File: src/rtl/snappy_axi_pkg.sv
`default_nettype none
// +--------------------------------------------------------------------------+
// | Package    : snappy_axi_pkg                                              |
// | Purpose    : Shared definitions for the snappy AXI read path: a clog2    |
// |              helper, default sizing constants shared with the AR         |
// |              arbiter, and the routing-FIFO entry record {sel, len}.      |
// | Ports      : none (package)                                             |
// | Revision   : 1.0  initial release                                        |
// +--------------------------------------------------------------------------+
package snappy_axi_pkg;

  // Ceiling log2; clog2(1) = 0.
  function automatic int clog2(input int value);
    int v;
    int r;
    v = value - 1;
    r = 0;
    while (v > 0) begin
      r = r + 1;
      v = v >> 1;
    end
    return r;
  endfunction

  localparam int C_DEFAULT_NUM_DECOMPRESSOR = 2;
  localparam int C_DEFAULT_DEPTH            = 8;
  localparam int C_DEFAULT_DEPTH_LOG2       = clog2(C_DEFAULT_DEPTH);
  localparam int C_DEFAULT_LEN_WIDTH        = 8;

  // Entry record at the default sizing, as seen by the AR arbiter.
  typedef struct packed {
    logic [C_DEFAULT_NUM_DECOMPRESSOR-1:0] sel;
    logic [C_DEFAULT_LEN_WIDTH-1:0]        len;
  } entry_t;

endpackage
`default_nettype wire

File: src/rtl/axi_fifo_ptr_ctrl.sv
`default_nettype none
// +--------------------------------------------------------------------------+
// | Module     : axi_fifo_ptr_ctrl                                           |
// | Purpose    : Read/write pointer pair with wrap bit, occupancy count and  |
// |              full/empty flags for a 2**DEPTH_LOG2 entry FIFO.            |
// | Ports      : clk, rst_n     clock, synchronous active-low reset          |
// |              push, pop      requests (refused when full / empty)         |
// |              wr_idx, rd_idx array indices (pointer low bits)             |
// |              count          occupancy 0..DEPTH                           |
// |              full, empty    status from registered pointers              |
// | Revision   : 1.0  initial release                                        |
// +--------------------------------------------------------------------------+
module axi_fifo_ptr_ctrl
  import snappy_axi_pkg::*;
#(
  parameter int DEPTH_LOG2 = C_DEFAULT_DEPTH_LOG2
) (
  input  logic                  clk,
  input  logic                  rst_n,
  input  logic                  push,
  input  logic                  pop,
  output logic [DEPTH_LOG2-1:0] wr_idx,
  output logic [DEPTH_LOG2-1:0] rd_idx,
  output logic [DEPTH_LOG2:0]   count,
  output logic                  full,
  output logic                  empty
);

  // The extra MSB distinguishes "same slot, lapped" (full) from "same slot" (empty).
  logic [DEPTH_LOG2:0] r_wr_ptr;
  logic [DEPTH_LOG2:0] r_rd_ptr;
  logic                w_do_push;
  logic                w_do_pop;

  assign empty  = (r_wr_ptr == r_rd_ptr);
  assign full   = (r_wr_ptr[DEPTH_LOG2] != r_rd_ptr[DEPTH_LOG2]) &&
                  (r_wr_ptr[DEPTH_LOG2-1:0] == r_rd_ptr[DEPTH_LOG2-1:0]);
  assign count  = r_wr_ptr - r_rd_ptr;
  assign wr_idx = r_wr_ptr[DEPTH_LOG2-1:0];
  assign rd_idx = r_rd_ptr[DEPTH_LOG2-1:0];

  // Full is judged on registered state, so a same-cycle pop never frees a slot.
  assign w_do_push = push & ~full;
  assign w_do_pop  = pop & ~empty;

  always_ff @(posedge clk) begin
    if (!rst_n) begin
      r_wr_ptr <= '0;
      r_rd_ptr <= '0;
    end else begin
      if (w_do_push) r_wr_ptr <= r_wr_ptr + 1'b1;
      if (w_do_pop)  r_rd_ptr <= r_rd_ptr + 1'b1;
    end
  end

endmodule
`default_nettype wire

File: src/rtl/axi_rd_order_fifo.sv
`default_nettype none
// +--------------------------------------------------------------------------+
// | Module     : axi_rd_order_fifo                                           |
// | Purpose    : In-order routing FIFO for the shared AXI read channel.      |
// |              Each AR push records {one-hot owner, arlen}; the head entry |
// |              steers R beats to its owner, counts beats and retires on    |
// |              the last beat. Burst-length and orphan-beat errors pulse.   |
// | Ports      : clk, rst_n                  clock, sync active-low reset    |
// |              push_valid/ready/sel/len    AR-side entry recording         |
// |              r_valid, r_last, r_ready    AXI R handshake                 |
// |              sel_ready, sel_out          per-decompressor steering       |
// |              head_valid, beat_cnt        head entry state                |
// |              count, full, empty,         occupancy status                |
// |              almost_full                                                 |
// |              err_len, err_orphan         registered error pulses         |
// | Revision   : 1.0  initial release                                        |
// +--------------------------------------------------------------------------+
module axi_rd_order_fifo
  import snappy_axi_pkg::*;
#(
  parameter int NUM_DECOMPRESSOR = C_DEFAULT_NUM_DECOMPRESSOR,
  parameter int DEPTH_LOG2       = C_DEFAULT_DEPTH_LOG2,
  parameter int LEN_WIDTH        = C_DEFAULT_LEN_WIDTH,
  parameter int AF_LEVEL         = (2 ** DEPTH_LOG2) - 2
) (
  input  logic                        clk,
  input  logic                        rst_n,
  input  logic                        push_valid,
  output logic                        push_ready,
  input  logic [NUM_DECOMPRESSOR-1:0] push_sel,
  input  logic [LEN_WIDTH-1:0]        push_len,
  input  logic                        r_valid,
  input  logic                        r_last,
  output logic                        r_ready,
  input  logic [NUM_DECOMPRESSOR-1:0] sel_ready,
  output logic [NUM_DECOMPRESSOR-1:0] sel_out,
  output logic                        head_valid,
  output logic [LEN_WIDTH-1:0]        beat_cnt,
  output logic [DEPTH_LOG2:0]         count,
  output logic                        full,
  output logic                        empty,
  output logic                        almost_full,
  output logic                        err_len,
  output logic                        err_orphan
);

  localparam int                  C_DEPTH    = 2 ** DEPTH_LOG2;
  localparam logic [DEPTH_LOG2:0] C_AF_LEVEL = AF_LEVEL[DEPTH_LOG2:0];

  typedef struct packed {
    logic [NUM_DECOMPRESSOR-1:0] sel;
    logic [LEN_WIDTH-1:0]        len;
  } entry_rec_t;

  entry_rec_t            r_mem [C_DEPTH];
  entry_rec_t            w_head;
  logic [DEPTH_LOG2-1:0] w_wr_idx;
  logic [DEPTH_LOG2-1:0] w_rd_idx;
  logic                  w_push;
  logic                  w_beat;
  logic                  w_pop;
  logic                  w_at_len;
  logic                  w_len_err;
  logic [LEN_WIDTH-1:0]  r_beat_cnt;
  logic                  r_err_len;
  logic                  r_err_orphan;

  axi_fifo_ptr_ctrl #(
    .DEPTH_LOG2 (DEPTH_LOG2)
  ) u_ptr_ctrl (
    .clk    (clk),
    .rst_n  (rst_n),
    .push   (w_push),
    .pop    (w_pop),
    .wr_idx (w_wr_idx),
    .rd_idx (w_rd_idx),
    .count  (count),
    .full   (full),
    .empty  (empty)
  );

  assign w_push = push_valid & ~full;

  // Array contents need no reset: an entry is only read once it has been written.
  always_ff @(posedge clk) begin
    if (w_push) r_mem[w_wr_idx] <= {push_sel, push_len};
  end

  // Steering depends only on registered state and sel_ready.
  assign w_head      = r_mem[w_rd_idx];
  assign head_valid  = ~empty;
  assign sel_out     = head_valid ? w_head.sel : '0;
  assign r_ready     = head_valid & (|(sel_ready & w_head.sel));
  assign push_ready  = ~full;
  assign almost_full = (count >= C_AF_LEVEL);

  assign w_beat    = r_valid & r_ready;
  assign w_pop     = w_beat & r_last;
  assign w_at_len  = (r_beat_cnt == w_head.len);
  assign w_len_err = w_beat & (r_last != w_at_len);

  // A burst that runs past its length parks beat_cnt at all-ones until rlast retires it.
  always_ff @(posedge clk) begin
    if (!rst_n) begin
      r_beat_cnt   <= '0;
      r_err_len    <= 1'b0;
      r_err_orphan <= 1'b0;
    end else begin
      if (w_pop) begin
        r_beat_cnt <= '0;
      end else if (w_beat) begin
        if (w_len_err || (&r_beat_cnt)) r_beat_cnt <= '1;
        else                            r_beat_cnt <= r_beat_cnt + 1'b1;
      end
      r_err_len    <= w_len_err;
      r_err_orphan <= r_valid & empty;
    end
  end

  assign beat_cnt   = r_beat_cnt;
  assign err_len    = r_err_len;
  assign err_orphan = r_err_orphan;

endmodule
`default_nettype wire

File: config.mk
export PLATFORM = sky130hd
export DESIGN_NAME = axi_rd_order_fifo
export DESIGN_NICKNAME = d
export VERILOG_FILES = /design/src/rtl/snappy_axi_pkg.sv /design/src/rtl/axi_fifo_ptr_ctrl.sv /design/src/rtl/axi_rd_order_fifo.sv
export SDC_FILE = /design/constraint.sdc
export NUM_CORES = 1
export LEC_CHECK = 0
export BUFFER_PORTS_ARGS = -buffer_cell sky130_fd_sc_hd__clkbuf_2
export CAP_MARGIN = 30
export CELL_PAD_IN_SITES_DETAIL_PLACEMENT = 2
export CELL_PAD_IN_SITES_GLOBAL_PLACEMENT = 2
export CORE_ASPECT_RATIO = 0.6
export CORE_UTILIZATION = 42
export CTS_CLUSTER_SIZE = 14
export DETAILED_ROUTE_END_ITERATION = 16
export PLACE_DENSITY = 0.75
export SLEW_MARGIN = 20
export SYNTH_ARGS = -nofsm -noshare
export SYNTH_HDL_FRONTEND = slang
export SYNTH_SLANG_ARGS = --single-unit
File: constraint.sdc
create_clock -name clk -period 3.4 [get_ports clk]
set_clock_uncertainty 0.15 [all_clocks]
set_input_delay 0.68 -clock clk [delete_from_list [all_inputs] [get_ports clk]]
set_output_delay 0.68 -clock clk [all_outputs]
set_load 0.01 [all_outputs]
== Yosys cells after proc, flatten, opt, wreduce, memory -nomap -nowiden ==
Memory sizes are Yosys's and may differ from the RTL's. A register that Yosys moved wholly into a read port is not among the register bits.
Cells that the tools add are included.
Word-level totals
  memories kept: 1
  bits in writable memories: 80
  output and inout bits: 22
  flip-flop bits (word level): 18
  logic and storage cells: 39
  input port bits: 17
Cells by class
  order comparisons: 1
  bitwise logic cells: 12
  mux-type cells: 6
  reductions and logical operators: 5
  $add $sub $neg: 4
  eq/ne operators: 5
Memories
  r_mem: depth 8, bits a word 10, rd ports 1, clocked after Yosys merged registers in 1, write ports 1, line axi_rd_order_fifo.sv:55  | entry_rec_t r_mem [C_DEPTH];
Operator list (count)
  $add 4x1->4 const B: 2
  $add 8x1->8 const B: 1
  $and 1x1->1: 8
  $eq 8x8->1: 1
  $mux 8: 1
  $reduce_and 8->1: 1
  $mux 3: 2
  $eq 4x4->1: 1
  $ge 4x3->1 const B: 1
  $reduce_or 2->1: 2
  $sub 4x4->4: 1
  $eq 3x3->1: 1
  $not 1->1: 3
  $and 2x2->2: 1
  $mux 1: 2
  $mux 2: 1
  $ne 1x1->1: 2
  $logic_and 1x1->1: 1
  $logic_or 1x1->1: 1

== Depth between registers and ports, before layout ==
  depth in word-level cells: 8
  mapped depth: 10
  mapped depth without buffers: 9

== By module ==
Synthesis repeated with hierarchy kept, for this count alone.
Unflattened totals
  cells, all modules: 294
  area total of the unflattened synthesis: 4391.7 sq um
By module, submodules not included
  axi_rd_order_fifo: seq. area each 2602.5 sq um, area an instance 3822.4 sq um, instances 1, cells each 230
  axi_fifo_ptr_ctrl: seq. area each 160.2 sq um, area an instance 569.3 sq um, instances 1, cells each 64

== Least setup slack after synthesis ==
OpenSTA, ideal clock, no wires.
  kind: register -> register
  start point: register u_ptr_ctrl.r_rd_ptr[1]
  end point: memory r_mem[0][0] in the netlist's numbering, enable pin
  arrival time: 2.133 ns
  path buffers: 0
  slack: 0.727 ns
  setup time: 0.390 ns
  data required time: 2.860 ns
  stages on the path, launching flop included: 8
  clock period less this slack: 2.673 ns
  path through: dfxtp_1 > inv_1 > ha_1 > nand3_1 > nand2b_1 > and2_0 > nand2_1 > nor3_1
On the way
  cells in the longest elaborated chain, start to end: 6
RTL lines
  from (decl): line axi_fifo_ptr_ctrl.sv:31  | logic [DEPTH_LOG2:0] r_rd_ptr;
  from (signal assigned): line axi_fifo_ptr_ctrl.sv:52  | if (w_do_pop) r_rd_ptr <= r_rd_ptr + 1'b1;
  $eq 3x3->1: line axi_fifo_ptr_ctrl.sv:37  | (r_wr_ptr[DEPTH_LOG2-1:0] == r_rd_ptr[DEPTH_LOG2-1:0]);
  $logic_and 1x1->1: line axi_fifo_ptr_ctrl.sv:36  | assign full = (r_wr_ptr[DEPTH_LOG2] != r_rd_ptr[DEPTH_LOG2]) &&
  $not 1->1
  via push_ready: line axi_rd_order_fifo.sv:29  | output logic push_ready,
  $and 1x1->1: line axi_rd_order_fifo.sv:82  | assign w_push = push_valid & ~full;
  $mux 1: line axi_rd_order_fifo.sv:86  | if (w_push) r_mem[w_wr_idx] <= {push_sel, push_len};
  $mux 1 (not written as such): line axi_rd_order_fifo.sv:86
  to (decl): line axi_rd_order_fifo.sv:55
The timed path passes the listed nets, and every way through them passes these cells.

==> impl_metrics.py <==
metrics = {
    "timing": {
        "holdWs_ps": 389,
        "period_share_pct": 89.4,
        "rsz0062_at_grt": "false",
        "worst_slew_margin_rel_pct": 49.2,
        "setup_viol": 0,
        "maxSlewViolCount": 0,
        "finalWorstPathRequiredPeriod_ps": 3040,
        "worstMarginPinSlew_ps": 757,
        "max_clock_freq_mhz": 329,
        "fin_setup_tns_ps": 0,
        "finalHoldViolations": 0,
    },
    "yosys": {
        "post_synth_main_area_contributors": "sky130_fd_sc_hd__edfxtp_1 56%, sky130_fd_sc_hd__dfxtp_1 9.7%, sky130_fd_sc_hd__mux4_2 6.3%",
        "mappedNetlistArea_mm2": 0.00431,
        "number_of_enable_type_register_cells_in_the_synthesized_netlist": 80,
        "synth-seq-cells": 101,
        "synth_area_per_cell_um2": 14.9,
        "synth_warnings": 0,
        "synth_flop_cell": "sky130_fd_sc_hd__edfxtp_1",
        "seq_area_frac_synth_pct": 65.4,
        "synth_nets": 313,
        "syn_inst": 289,
        "synth_largest_type_area_fraction_pct": 55.7,
        "synth_cell_types": 43,
        "ys_async_sr_fraction_pct": 0,
        "synth_top_area_cell": "sky130_fd_sc_hd__edfxtp_1",
    },
    "grt": {
        "global_route.usage.total_pct": 22.7,
        "grt_pass1_wl_um": 17200,
        "grt_max_degree": 26,
        "antenna_found_initial": 0,
        "globalRoute.totalOverflow": 0,
        "via_count_of_the_first_global_routing_pass": 2869,
    },
    "power_and_ir_drop": {
        "peak_supply_drop_v": 0.000262,
        "p_per_area_mw_per_mm2": 503,
        "fin_total_pwr_w": 0.00252,
        "p_leak_nw": 1.78,
    },
    "die": {
        "die_x_um": 133,
        "initial_util_pct": 43.5,
        "io_pins": 39,
        "fp-row-count": 28,
        "floorplan.core_area_mm2": 0.00991,
        "die_area_mm2": 0.0107,
        "dieHeight_um": 80.5,
    },
    "clocking": {
        "post_cts.resized_instances": 0,
        "worst_setup_hold_path_clk_slew_ps": 70,
        "clock-sinks": 101,
        "tritoncts": "yes",
        "ctsRootBufferMaster": "sky130_fd_sc_hd__clkbuf_16",
        "cts_setup_buffers": 0,
        "clk_path_buf_depth": 2,
        "insertion_delay_ps": 350,
        "cts_hold_repair.buffers": 0,
        "tritoncts.num_buffers": 9,
        "htree_levels": 3,
    },
    "setup_path": {
        "cp.arrival_ps": 2210,
        "crit_fanout": 25,
        "required_ps": 2570,
        "timing.critical_path.to_type": "output pin",
        "setup.worst_path.end": "r_ready",
        "r2r_slack_ps": 370,
        "rr_endpoint": "beat_cnt[2]",
        "timing.critical_path.from_type": "flop",
        "worst-setup-path-type": "flop to output pin",
        "worstRegToRegCells": 8,
    },
    "layout": {
        "commonest_non_fill_non_tap_cell_in_the_layout": "sky130_fd_sc_hd__edfxtp_1",
        "final_cell_mix": "80 x sky130_fd_sc_hd__edfxtp_1, 38 x sky130_fd_sc_hd__clkbuf_2, 21 x sky130_fd_sc_hd__dfxtp_1",
        "layout.nets": 366,
        "multiInputGateArea_mm2": 0.00139,
        "final_layout_size_suffix_gt1_share_pct": 25.4,
        "syn_to_final_growth_pct": 16.4,
        "antenna_cells": 0,
        "sequential_cell_area_mm2": 0.00282,
        "finish.instance_area_mm2": 0.00502,
        "fillers": 940,
    },
    "worst_hold_path": {
        "hp-class": "flop to flop",
    },
    "route": {
        "drt_iter0_markers": 189,
        "wire_per_inst_um": 22.8,
        "detail-route-antenna-nets": 0,
        "totalWireLength_um": 11000,
        "via_count": 2617,
        "vias_per_cell": 5.43,
        "detail_route.drc_violations": 0,
        "drt_first_pass_iters": 4,
    },
    "place": {
        "hpwlAfterDp_um": 7740,
        "dpl-instance-area_mm2": 0.00474,
        "placer_s_final_routability_congestion_estimate": 0.763,
        "port_buffers": 38,
    },
    "flow_run": {
        "maxCapViolCount": 0,
    },
    "status": {
        "outcome": "complete, no violations",
    },
}
## logic make-up (layout without fill, tap and decap cells)
kind of cell | Yosys count | after routing | synth area share [%]
flip-flops | 101 | 101 | 65.4
AND/OR/NAND/NOR | 74 | 74 | 8.82
AO/OA/AOI/OAI | 35 | 35 | 5.66
multiplexers | 34 | 34 | 12.3
buffers and inverters | 22 | 80 | 2.35
XOR/XNOR | 16 | 16 | 3.25
adder cells (fa/ha/maj) | 7 | 7 | 2.20
## critical path: stages (launching register included)
cell                       delay [ps]
sky130_fd_sc_hd__dfxtp_1          360
sky130_fd_sc_hd__buf_12           220
sky130_fd_sc_hd__mux4_2           530
sky130_fd_sc_hd__mux2i_1          230
sky130_fd_sc_hd__nor2_1           110
sky130_fd_sc_hd__a22o_1           260
sky130_fd_sc_hd__clkbuf_2         130
## layer usage
metal / vias to the layer above / share of wire, % / track usage (%)
met2: 46 / 49 / 37.4
met1: 1358 / 47 / 30.7
met3: 12 / 3.2 / 5.05
li1: 1201 / - / -
met4: 0 / 1.0 / 5.75
met5: - / 0 / 0
## area by class of cell
type / instances / share of cell area, %
clock buffers: 9 / 4.49
multi-input cells: 166 / 27.7
clock inverters: 7 / 1.15
flip-flops and latches: 101 / 56.2
repair buffers: 53 / 6.28
inverters: 11 / 0.823
well taps: 135 / 3.36
## report_power, final
part           switching [W]  internal, W
clock               0.000467     0.000507
combinational       0.000107    0.0000675
sequential         0.0000176      0.00136
## state kept, by name, indices dropped and copies added (netlist names), named ones only
name and flops:
beat_cnt 8, r_mem 80, u_ptr_ctrl.r_wr_ptr 4, err_len 1, u_ptr_ctrl.r_rd_ptr 4, err_orphan 1
## per-stage QoR
step / setup slack (ps) / util [%] / instances
finish: 359 / 50.6 / 482
global route: 129 / 50.6 / 482
CTS: 315 / 50.6 / 482
detailed placement: 388 / 47.8 / 466
global placement: 537 / 47.8 / 466
floorplan: 727 / - / 289
## synthesized netlist by cell type (3+ instances only)
cell and instances:
sky130_fd_sc_hd__nor3_1 4, sky130_fd_sc_hd__a21oi_1 5, sky130_fd_sc_hd__dfxtp_1 21, sky130_fd_sc_hd__xor2_1 7
sky130_fd_sc_hd__inv_1 11, sky130_fd_sc_hd__and3_1 4, sky130_fd_sc_hd__nand2_1 19, sky130_fd_sc_hd__a21boi_0 6
sky130_fd_sc_hd__clkbuf_1 5, sky130_fd_sc_hd__and2_1 8, sky130_fd_sc_hd__mux2_2 5, sky130_fd_sc_hd__edfxtp_1 80
sky130_fd_sc_hd__buf_2 3, sky130_fd_sc_hd__a211oi_1 3, sky130_fd_sc_hd__nand3_1 6, sky130_fd_sc_hd__mux4_2 12
sky130_fd_sc_hd__ha_1 6, sky130_fd_sc_hd__nor2_1 16, sky130_fd_sc_hd__o21ai_0 6, sky130_fd_sc_hd__nand2b_1 6
sky130_fd_sc_hd__mux2i_1 15, sky130_fd_sc_hd__xnor2_1 9, sky130_fd_sc_hd__nor2b_1 4
## worst min-delay path by stage
stage | start | end | cells after the start
floorplan | u_ptr_ctrl.r_wr_ptr[0] | u_ptr_ctrl.r_wr_ptr[0] | 2
global placement | u_ptr_ctrl.r_wr_ptr[0] | u_ptr_ctrl.r_wr_ptr[0] | 2
detailed placement | u_ptr_ctrl.r_wr_ptr[0] | u_ptr_ctrl.r_wr_ptr[0] | 2
CTS | u_ptr_ctrl.r_wr_ptr[0] | u_ptr_ctrl.r_wr_ptr[0] | 2
global route | u_ptr_ctrl.r_wr_ptr[0] | u_ptr_ctrl.r_wr_ptr[0] | 2
finish | u_ptr_ctrl.r_wr_ptr[0] | u_ptr_ctrl.r_wr_ptr[0] | 2
(Power assumes the default switching activity.)
